--- config.mk ---
export PLATFORM = sky130hd
export DESIGN_NAME = ysyx22041405_lsu
export DESIGN_NICKNAME = d
export VERILOG_FILES = /design/src/rtl/ysyx22041405_lsu_pkg.sv /design/src/rtl/ysyx22041405_lsu_align.sv /design/src/rtl/ysyx22041405_lsu.sv
export SDC_FILE = /design/constraint.sdc
export NUM_CORES = 1
export LEC_CHECK = 0
export ABC_AREA = 1
export CORE_MARGIN = 2
export CORE_UTILIZATION = 51
export DETAILED_ROUTE_END_ITERATION = 16
export GPL_TIMING_DRIVEN = 1
export MAX_ROUTING_LAYER = met4
export PLACE_DENSITY = 0.86
export SLEW_MARGIN = 20
export SYNTH_ARGS = -nofsm -noshare
export SYNTH_HDL_FRONTEND = slang
export SYNTH_SLANG_ARGS = --single-unit
--- constraint.sdc ---
create_clock -name clk -period 4.35 [get_ports clk]
set_input_delay 0.87 -clock clk [delete_from_list [all_inputs] [get_ports clk]]
set_output_delay 0.87 -clock clk [all_outputs]
set_load 0.02 [all_outputs]
--- src/rtl/ysyx22041405_lsu_pkg.sv ---
// ysyx22041405_lsu_pkg
//   Shared definitions for the load/store stage: bundle width macros,
//   mem_op bit positions, access-size codes, FSM states and the packed
//   layouts of the EX->LS and LS->WB bundles.
//   Optional feature macro (consumed by the top): YSYX22041405_LSU_MISALIGN_CHK_EN.

`ifndef YSYX22041405_LSU_DEFS
`define YSYX22041405_LSU_DEFS
// {pc, inst, rf_waddr, alu_res, st_data, mem_op, rf_we, inst_ebreak, inst_valid}
`define EX_LS_WIDTH   140
// {rf_waddr, rf_wdata, dm_rdata_aligned, pc, inst}
`define LS_DATA_WIDTH 133
// {inst_ebreak, inst_valid, rf_we, rmask[7:0]}
`define LS_CTRL_WIDTH 11
`define LS_WB_WIDTH   (`LS_DATA_WIDTH + `LS_CTRL_WIDTH)
`endif

package ysyx22041405_lsu_pkg;

   localparam int unsigned LS_XLEN = 32;

   // mem_op bit positions
   localparam int unsigned MEM_OP_IS_MEM   = 3;
   localparam int unsigned MEM_OP_IS_STORE = 2;

   typedef enum logic [1:0] {
      SIZE_B = 2'b00,
      SIZE_H = 2'b01,
      SIZE_W = 2'b10
   } ls_size_e;

   typedef enum logic [1:0] {
      LS_IDLE = 2'd0,
      LS_REQ  = 2'd1,
      LS_WAIT = 2'd2,
      LS_OUT  = 2'd3
   } ls_state_e;

   typedef struct packed {
      logic [31:0]        pc;
      logic [31:0]        inst;
      logic [4:0]         rf_waddr;
      logic [LS_XLEN-1:0] alu_res;
      logic [LS_XLEN-1:0] st_data;
      logic [3:0]         mem_op;
      logic               rf_we;
      logic               inst_ebreak;
      logic               inst_valid;
   } ex_ls_t;

   typedef struct packed {
      logic [4:0]         rf_waddr;
      logic [LS_XLEN-1:0] rf_wdata;
      logic [LS_XLEN-1:0] dm_rdata_aligned;
      logic [31:0]        pc;
      logic [31:0]        inst;
      logic               inst_ebreak;
      logic               inst_valid;
      logic               rf_we;
      logic [7:0]         rmask;
   } ls_wb_t;

   // Half needs 2-byte alignment, word (and the unused size 11) 4-byte.
   function automatic logic is_misaligned(input logic [1:0] size, input logic [1:0] off);
      case (size)
         SIZE_B:  is_misaligned = 1'b0;
         SIZE_H:  is_misaligned = off[0];
         default: is_misaligned = (off != 2'b00);
      endcase
   endfunction

endpackage

--- src/rtl/ysyx22041405_lsu_align.sv ---
// ysyx22041405_lsu_align
//   Combinational byte-lane logic for the load/store stage.
//   Ports:
//     size        in  2      access size (00 byte, 01 half, 10 word)
//     off         in  2      address bits [1:0]
//     is_unsigned in  1      zero-extend loads when set
//     st_data     in  WIDTH  store data, right-justified
//     rdata       in  WIDTH  raw memory word
//     wdata       out WIDTH  store data moved to its byte lane
//     mask        out 8      byte mask, bits [7:4] always 0
//     rvalue      out WIDTH  extracted and extended load value
//   Lanes shifted past byte 3 fall off the word (no wrap).

module ysyx22041405_lsu_align
   import ysyx22041405_lsu_pkg::*;
#(
   parameter int unsigned WIDTH = 32
) (
   input  logic [1:0]       size,
   input  logic [1:0]       off,
   input  logic             is_unsigned,
   input  logic [WIDTH-1:0] st_data,
   input  logic [WIDTH-1:0] rdata,
   output logic [WIDTH-1:0] wdata,
   output logic [7:0]       mask,
   output logic [WIDTH-1:0] rvalue
);

   logic [3:0]       lane_base;
   logic [3:0]       lane;
   logic [4:0]       sh_amt;
   logic [WIDTH-1:0] shifted;

   always_comb begin
      lane_base = 4'b1111;
      case (size)
         SIZE_B:  lane_base = 4'b0001;
         SIZE_H:  lane_base = 4'b0011;
         default: lane_base = 4'b1111;
      endcase
      sh_amt  = {off, 3'b000};
      lane    = lane_base << off;
      mask    = {4'b0000, lane};
      wdata   = st_data << sh_amt;
      shifted = rdata >> sh_amt;
      case (size)
         SIZE_B:  rvalue = {{(WIDTH-8){~is_unsigned & shifted[7]}}, shifted[7:0]};
         SIZE_H:  rvalue = {{(WIDTH-16){~is_unsigned & shifted[15]}}, shifted[15:0]};
         default: rvalue = shifted;
      endcase
   end

endmodule

--- src/rtl/ysyx22041405_lsu.sv ---
// ysyx22041405_lsu
//   Load/store stage: takes one EX bundle, performs at most one data-memory
//   transaction (req/gnt then rvalid), aligns/extends load data and holds a
//   registered LS->WB bundle until writeback accepts it.
//   Ports:
//     clk, rst        clock, synchronous active-high reset
//     ex_ls_valid/ready/message   EX->LS handshake and bundle (`EX_LS_WIDTH)
//     dm_req/we/addr/wdata/wmask  memory request, driven only while in REQ
//     dm_gnt                      request accepted this cycle
//     dm_rvalid/dm_rdata          load response
//     ls_wb_valid/ready           LS->WB handshake
//     LS_WB_message               registered LS->WB bundle (`LS_WB_WIDTH)
//   Optional: define YSYX22041405_LSU_MISALIGN_CHK_EN to turn misaligned
//   half/word accesses into a no-request bubble with inst_valid=0, rf_we=0.

module ysyx22041405_lsu
   import ysyx22041405_lsu_pkg::*;
#(
   parameter int unsigned WIDTH = 32
) (
   input  logic                     clk,
   input  logic                     rst,
   input  logic                     ex_ls_valid,
   output logic                     ex_ls_ready,
   input  logic [`EX_LS_WIDTH-1:0]  ex_ls_message,
   output logic                     dm_req,
   output logic                     dm_we,
   output logic [31:0]              dm_addr,
   output logic [WIDTH-1:0]         dm_wdata,
   output logic [7:0]               dm_wmask,
   input  logic                     dm_gnt,
   input  logic                     dm_rvalid,
   input  logic [WIDTH-1:0]         dm_rdata,
   output logic                     ls_wb_valid,
   input  logic                     ls_wb_ready,
   output logic [`LS_WB_WIDTH-1:0]  LS_WB_message
);

   ls_state_e  state, state_nxt;
   ex_ls_t     in_b, bundle_q, cur_b;
   ls_wb_t     msg_d, msg_q;

   logic             is_mem, is_store, misaligned, load_done, in_req;
   logic [1:0]       size, off;
   logic [WIDTH-1:0] al_wdata, al_rvalue;
   logic [7:0]       al_mask;

   assign in_b = ex_ls_t'(ex_ls_message);

   // In IDLE the incoming bundle is decoded directly so non-memory and
   // rejected accesses can reach OUT in a single cycle.
   assign cur_b    = (state == LS_IDLE) ? in_b : bundle_q;
   assign is_mem   = cur_b.mem_op[MEM_OP_IS_MEM];
   assign is_store = cur_b.mem_op[MEM_OP_IS_STORE];
   assign size     = cur_b.mem_op[1:0];
   assign off      = cur_b.alu_res[1:0];

`ifdef YSYX22041405_LSU_MISALIGN_CHK_EN
   assign misaligned = is_mem & is_misaligned(size, off);
`else
   assign misaligned = 1'b0;
`endif

   ysyx22041405_lsu_align #(.WIDTH(WIDTH)) u_align (
      .size        (size),
      .off         (off),
      .is_unsigned (cur_b.inst[14]),
      .st_data     (cur_b.st_data),
      .rdata       (dm_rdata),
      .wdata       (al_wdata),
      .mask        (al_mask),
      .rvalue      (al_rvalue)
   );

   // Load data arrives either in WAIT or together with the grant in REQ.
   assign load_done = ~is_store & dm_rvalid &
                      ((state == LS_WAIT) || ((state == LS_REQ) && dm_gnt));

   always_ff @(posedge clk) begin
      if (rst) state <= LS_IDLE;
      else     state <= state_nxt;
   end

   always_comb begin
      state_nxt = state;
      unique case (state)
         LS_IDLE: if (ex_ls_valid) state_nxt = (is_mem && !misaligned) ? LS_REQ : LS_OUT;
         LS_REQ:  if (dm_gnt)      state_nxt = (is_store || dm_rvalid) ? LS_OUT : LS_WAIT;
         LS_WAIT: if (dm_rvalid)   state_nxt = LS_OUT;
         LS_OUT:  if (ls_wb_ready) state_nxt = LS_IDLE;
         default:                  state_nxt = LS_IDLE;
      endcase
   end

   always_comb begin
      msg_d                  = '0;
      msg_d.rf_waddr         = cur_b.rf_waddr;
      msg_d.rf_wdata         = load_done ? al_rvalue : cur_b.alu_res;
      msg_d.dm_rdata_aligned = load_done ? al_rvalue : '0;
      msg_d.pc               = cur_b.pc;
      msg_d.inst             = cur_b.inst;
      msg_d.inst_ebreak      = cur_b.inst_ebreak;
      msg_d.inst_valid       = cur_b.inst_valid & ~misaligned;
      msg_d.rf_we            = cur_b.rf_we & ~misaligned;
      msg_d.rmask            = load_done ? al_mask : 8'h00;
   end

   always_ff @(posedge clk) begin
      if (rst) begin
         bundle_q <= '0;
         msg_q    <= '0;
      end else begin
         if (state == LS_IDLE && ex_ls_valid)
            bundle_q <= in_b;
         if (state != LS_OUT && state_nxt == LS_OUT)
            msg_q <= msg_d;
      end
   end

   // Request signals come straight from the latched bundle, so they are
   // stable for the whole REQ residency.
   assign in_req        = (state == LS_REQ) & ~rst;
   assign ex_ls_ready   = (state == LS_IDLE) & ~rst;
   assign dm_req        = in_req;
   assign dm_we         = in_req & is_store;
   assign dm_addr       = in_req ? cur_b.alu_res : '0;
   assign dm_wdata      = (in_req & is_store) ? al_wdata : '0;
   assign dm_wmask      = (in_req & is_store) ? al_mask : 8'h00;
   assign ls_wb_valid   = (state == LS_OUT) & ~rst;
   assign LS_WB_message = msg_q;

endmodule
==> impl_results.md <==
- GRT Overall Usage: 33.28%
- Core Box Area: 25180 um2
- Min-delay worst type: reg2reg
- CTS Buffer Depth: 3
- Tmin final: 4.080 ns
- CP endpoint kind: output port
- PD cells: 483.7 nW/um2
- Largest delay share family, worst path: simple AND/OR/NAND/NOR gates
- CTS Buf Count: 29
- CTS Sinks: 281
- Rel. slew slack: 33.65%
- Post-route DRC: 0
- CTS clk-pin slew, worst paths: 0.06 ns
- Max Fclk: 245.1 MHz
- Root Driver: clkbuf_16
- Drt wl/cell: 17.90 um
- Vias in the first global route: 13320
- CP Cell Sequence: inv_2, nand2_2, nand2_1, nand2_1, nand2_1, nor2_1, o21ai_0, a31oi_1, clkdlybuf4s50_1
- Flop and latch count out of synthesis: 281
- WP data arrival: 3.21 ns
- Top cells by count, synth: nand2_1 (309), dfxtp_1 (281), o21ai_0 (265)
- 1st-iter DRT viols: 1494
- Count of different cell masters after synthesis: 29
- Final hold slack: 0.4498 ns
- Sequential area share after synthesis: 43.08%
- # rows: 58
- CP max FO: 8
- Cell with the most instances after synthesis: nand2_1
- Fin crit share: 93.80%
- Crit Path Class: reg2out
- Post-synth EDFFs: 0
- IO Port Bufs: 389
- Status: finished, final reports clean
- Hold-fix buffers, CTS: 0
- Layout area overhead: 36.96%
- Share of power burned in registers: 36.2%
- Net Switching: 3.095 mW
- Final Hold Vio Count: 0
- Dpl hpwl: 31230 um
- First-pass GRT wire length: 68800 um
- Clock skew: 0.01321 ns
- Primary FF master, synth: dfxtp_1
- DRT Pass-1 Iters: 8
- Yosys Warn Count: 0
- Vias after detailed routing: 14030
- Final wirelength: 45200 um
- Final setup fails: 0
- Comb power frac: 34.0%
- Initial core utilization: 51.86%
- Switching fraction of total power: 35.78%
- H-tree level count: 1
- Worst path slowest cell: clkdlybuf4s50_1
- Post-Syn Area per Cell: 6.961 um2
- Area contributors post-synth: dfxtp_1 (43%), o21ai_0 (10%), a21oi_1 (9.2%)
- Vias per cell: 5.556
- Worst-margin pin slew: 0.9952 ns
- Die ar.: 26900 um2
- Setup TNS Final: 0 ns
- CTS tree: done
- Antenna Nets Post-Route: 0
- Post-synth top area share: 43.08%
- CP max stage delay: 0.65 ns
- Fill cells: 2026
- Leading area contributor after synthesis: dfxtp_1
- Req. time, crit path: 3.48 ns
- Final net count: 2346
- CP most frequent cell: nand2_1
- Worst-skew pair later-pin latency: 0.57 ns
- GRT overflow: 0
- Cell Area, Synth: 13060 um2
- Synthesized instance count: 1876
- Die W: 164.0 um
- Pleak: 7.252 nW
- Max-slew violation count: 0
- GP Congestion: 0.9690
- VDD IR max: 0.3877 mV
- RSZ-0062 raised after global routing: no
- Largest net degree at the start of global routing: 213
- Max-cap violations: 0
- Initial antenna violation count: 7
- Crit path buf inv count: 2
- Clock network fraction of total power: 29.9%
- Internal: 5.556 mW
- Die Span Y: 164.0 um
- Ports: 398
- Layout cells sized above 1: 4.207%
- CP Launch Type: flip-flop
- Share of flip-flops with an asynchronous set or reset: 0%
==> sequential cells by signal (all words and copies together) (netlist names) <==
signal         cells
LS_WB_message    140
bundle_q         139
state              2
==> power groups by stage <==
stage | clock network [mW] | logic (mW) | registers, mW
after floorplan | 0 | 1.61 | 3.37
after global placement | 0 | 2.83 | 3.16
after detailed placement | 0 | 2.89 | 3.17
after CTS | 2.60 | 2.91 | 3.12
after global routing | 2.71 | 3.20 | 3.16
final | 2.58 | 2.94 | 3.13
==> metrics by stage <==
stage                     total power [mW]  std cells  util [%]  setup slack (ns)  instance area, um2
after global routing                 9.081       2524     71.01           0.03662               17880
after global placement               5.995       2467     67.03            0.3805               16880
after detailed placement             6.058       2467     67.03            0.3992               16880
after CTS                            8.634       2517     70.90            0.1842               17850
final                                8.651       2525     71.02            0.2698               17880
after floorplan                      4.982       1883         -            0.7228               13090
==> worst reg2reg max path: stages, from the launching register on <==
cell     delay, ns
dfxtp_1       0.39
nor2_4        0.15
buf_4         0.40
buf_6         0.73
o21ai_1       0.29
nor2_2        0.18
nand3_2       0.39
nand3_1       0.21
nand2_1       0.15
a21oi_1       0.19
==> repair_timing <==
| action | in CTS | in global routing |
|---|---|---|
| resized for setup | 0 | 2 |
| setup endpoints to repair | 0 | 5 |
| hold endpoints to repair | 0 | 0 |
| buffers inserted | 0 | 0 |
==> final timing paths <==
check	start	end	slack [ns]	depth (start not counted)
max	state[0]$_SDFF_PP0_	dm_wdata[19]	0.27	9
min	bundle_q[88]$_SDFFE_PP0P_	bundle_q[88]$_SDFFE_PP0P_	0.45	2
max reg2reg	state[1]$_SDFF_PP0_	LS_WB_message[104]$_SDFFE_PP0P_	1.21	9
min reg2reg	bundle_q[88]$_SDFFE_PP0P_	bundle_q[88]$_SDFFE_PP0P_	0.45	2
==> layout make-up <==
| class | count | area [um2] | area share [%] |
|---|---|---|---|
| flip-flops and latches | 281 | 5625 | 31.45 |
| multi-input cells | 1294 | 6183 | 34.57 |
| diodes | 8 | 20.02 | 0.1119 |
| clock buffers | 37 | 785.8 | 4.393 |
| clock inverters | 13 | 187.7 | 1.049 |
| inverters | 153 | 579.3 | 3.239 |
| repair buffers | 409 | 4090 | 22.87 |
| well taps | 330 | 412.9 | 2.309 |
==> layer usage <==
metal	share of wire, %	global-route usage (%)	wire [um]	vias to the layer above
met2	46	52.56	20600	647
met5	0	-	0	-
li1	-	-	-	6753
met1	40	39.14	17920	6477
met4	6.3	19.22	2868	0
met3	8.4	7.348	3807	153
==> placed cells by master, fill, tap and decap left out, types with 2 or more instances in the layout <==
master           count
clkdlybuf4s50_1    388
nand2_1            307
dfxtp_1            281
o21ai_0            265
nor2_1             247
a21oi_1            240
inv_1              146
nand3_1            101
mux2i_1             43
clkbuf_16           29
a211oi_1            23
o21ai_1             15
buf_4               15
o211ai_1             9
diode_2              8
o22ai_1              8
conb_1               8
a31oi_1              7
nand2_2              6
clkbuf_1             5
clkinv_2             5
inv_2                4
nand2_4              4
bufinv_16            4
nor2_4               3
nand3_2              3
clkbuf_8             3
clkinvlp_4           3
buf_12               3
buf_6                3
inv_4                2
==> cell families after synthesis <==
family	synth area share (%)
compound gates	22.79
simple gates	20.83
mux	3.296
other cells	0.02872
flops	43.08
buf+inv	9.974
(Power assumes the default switching activity.)
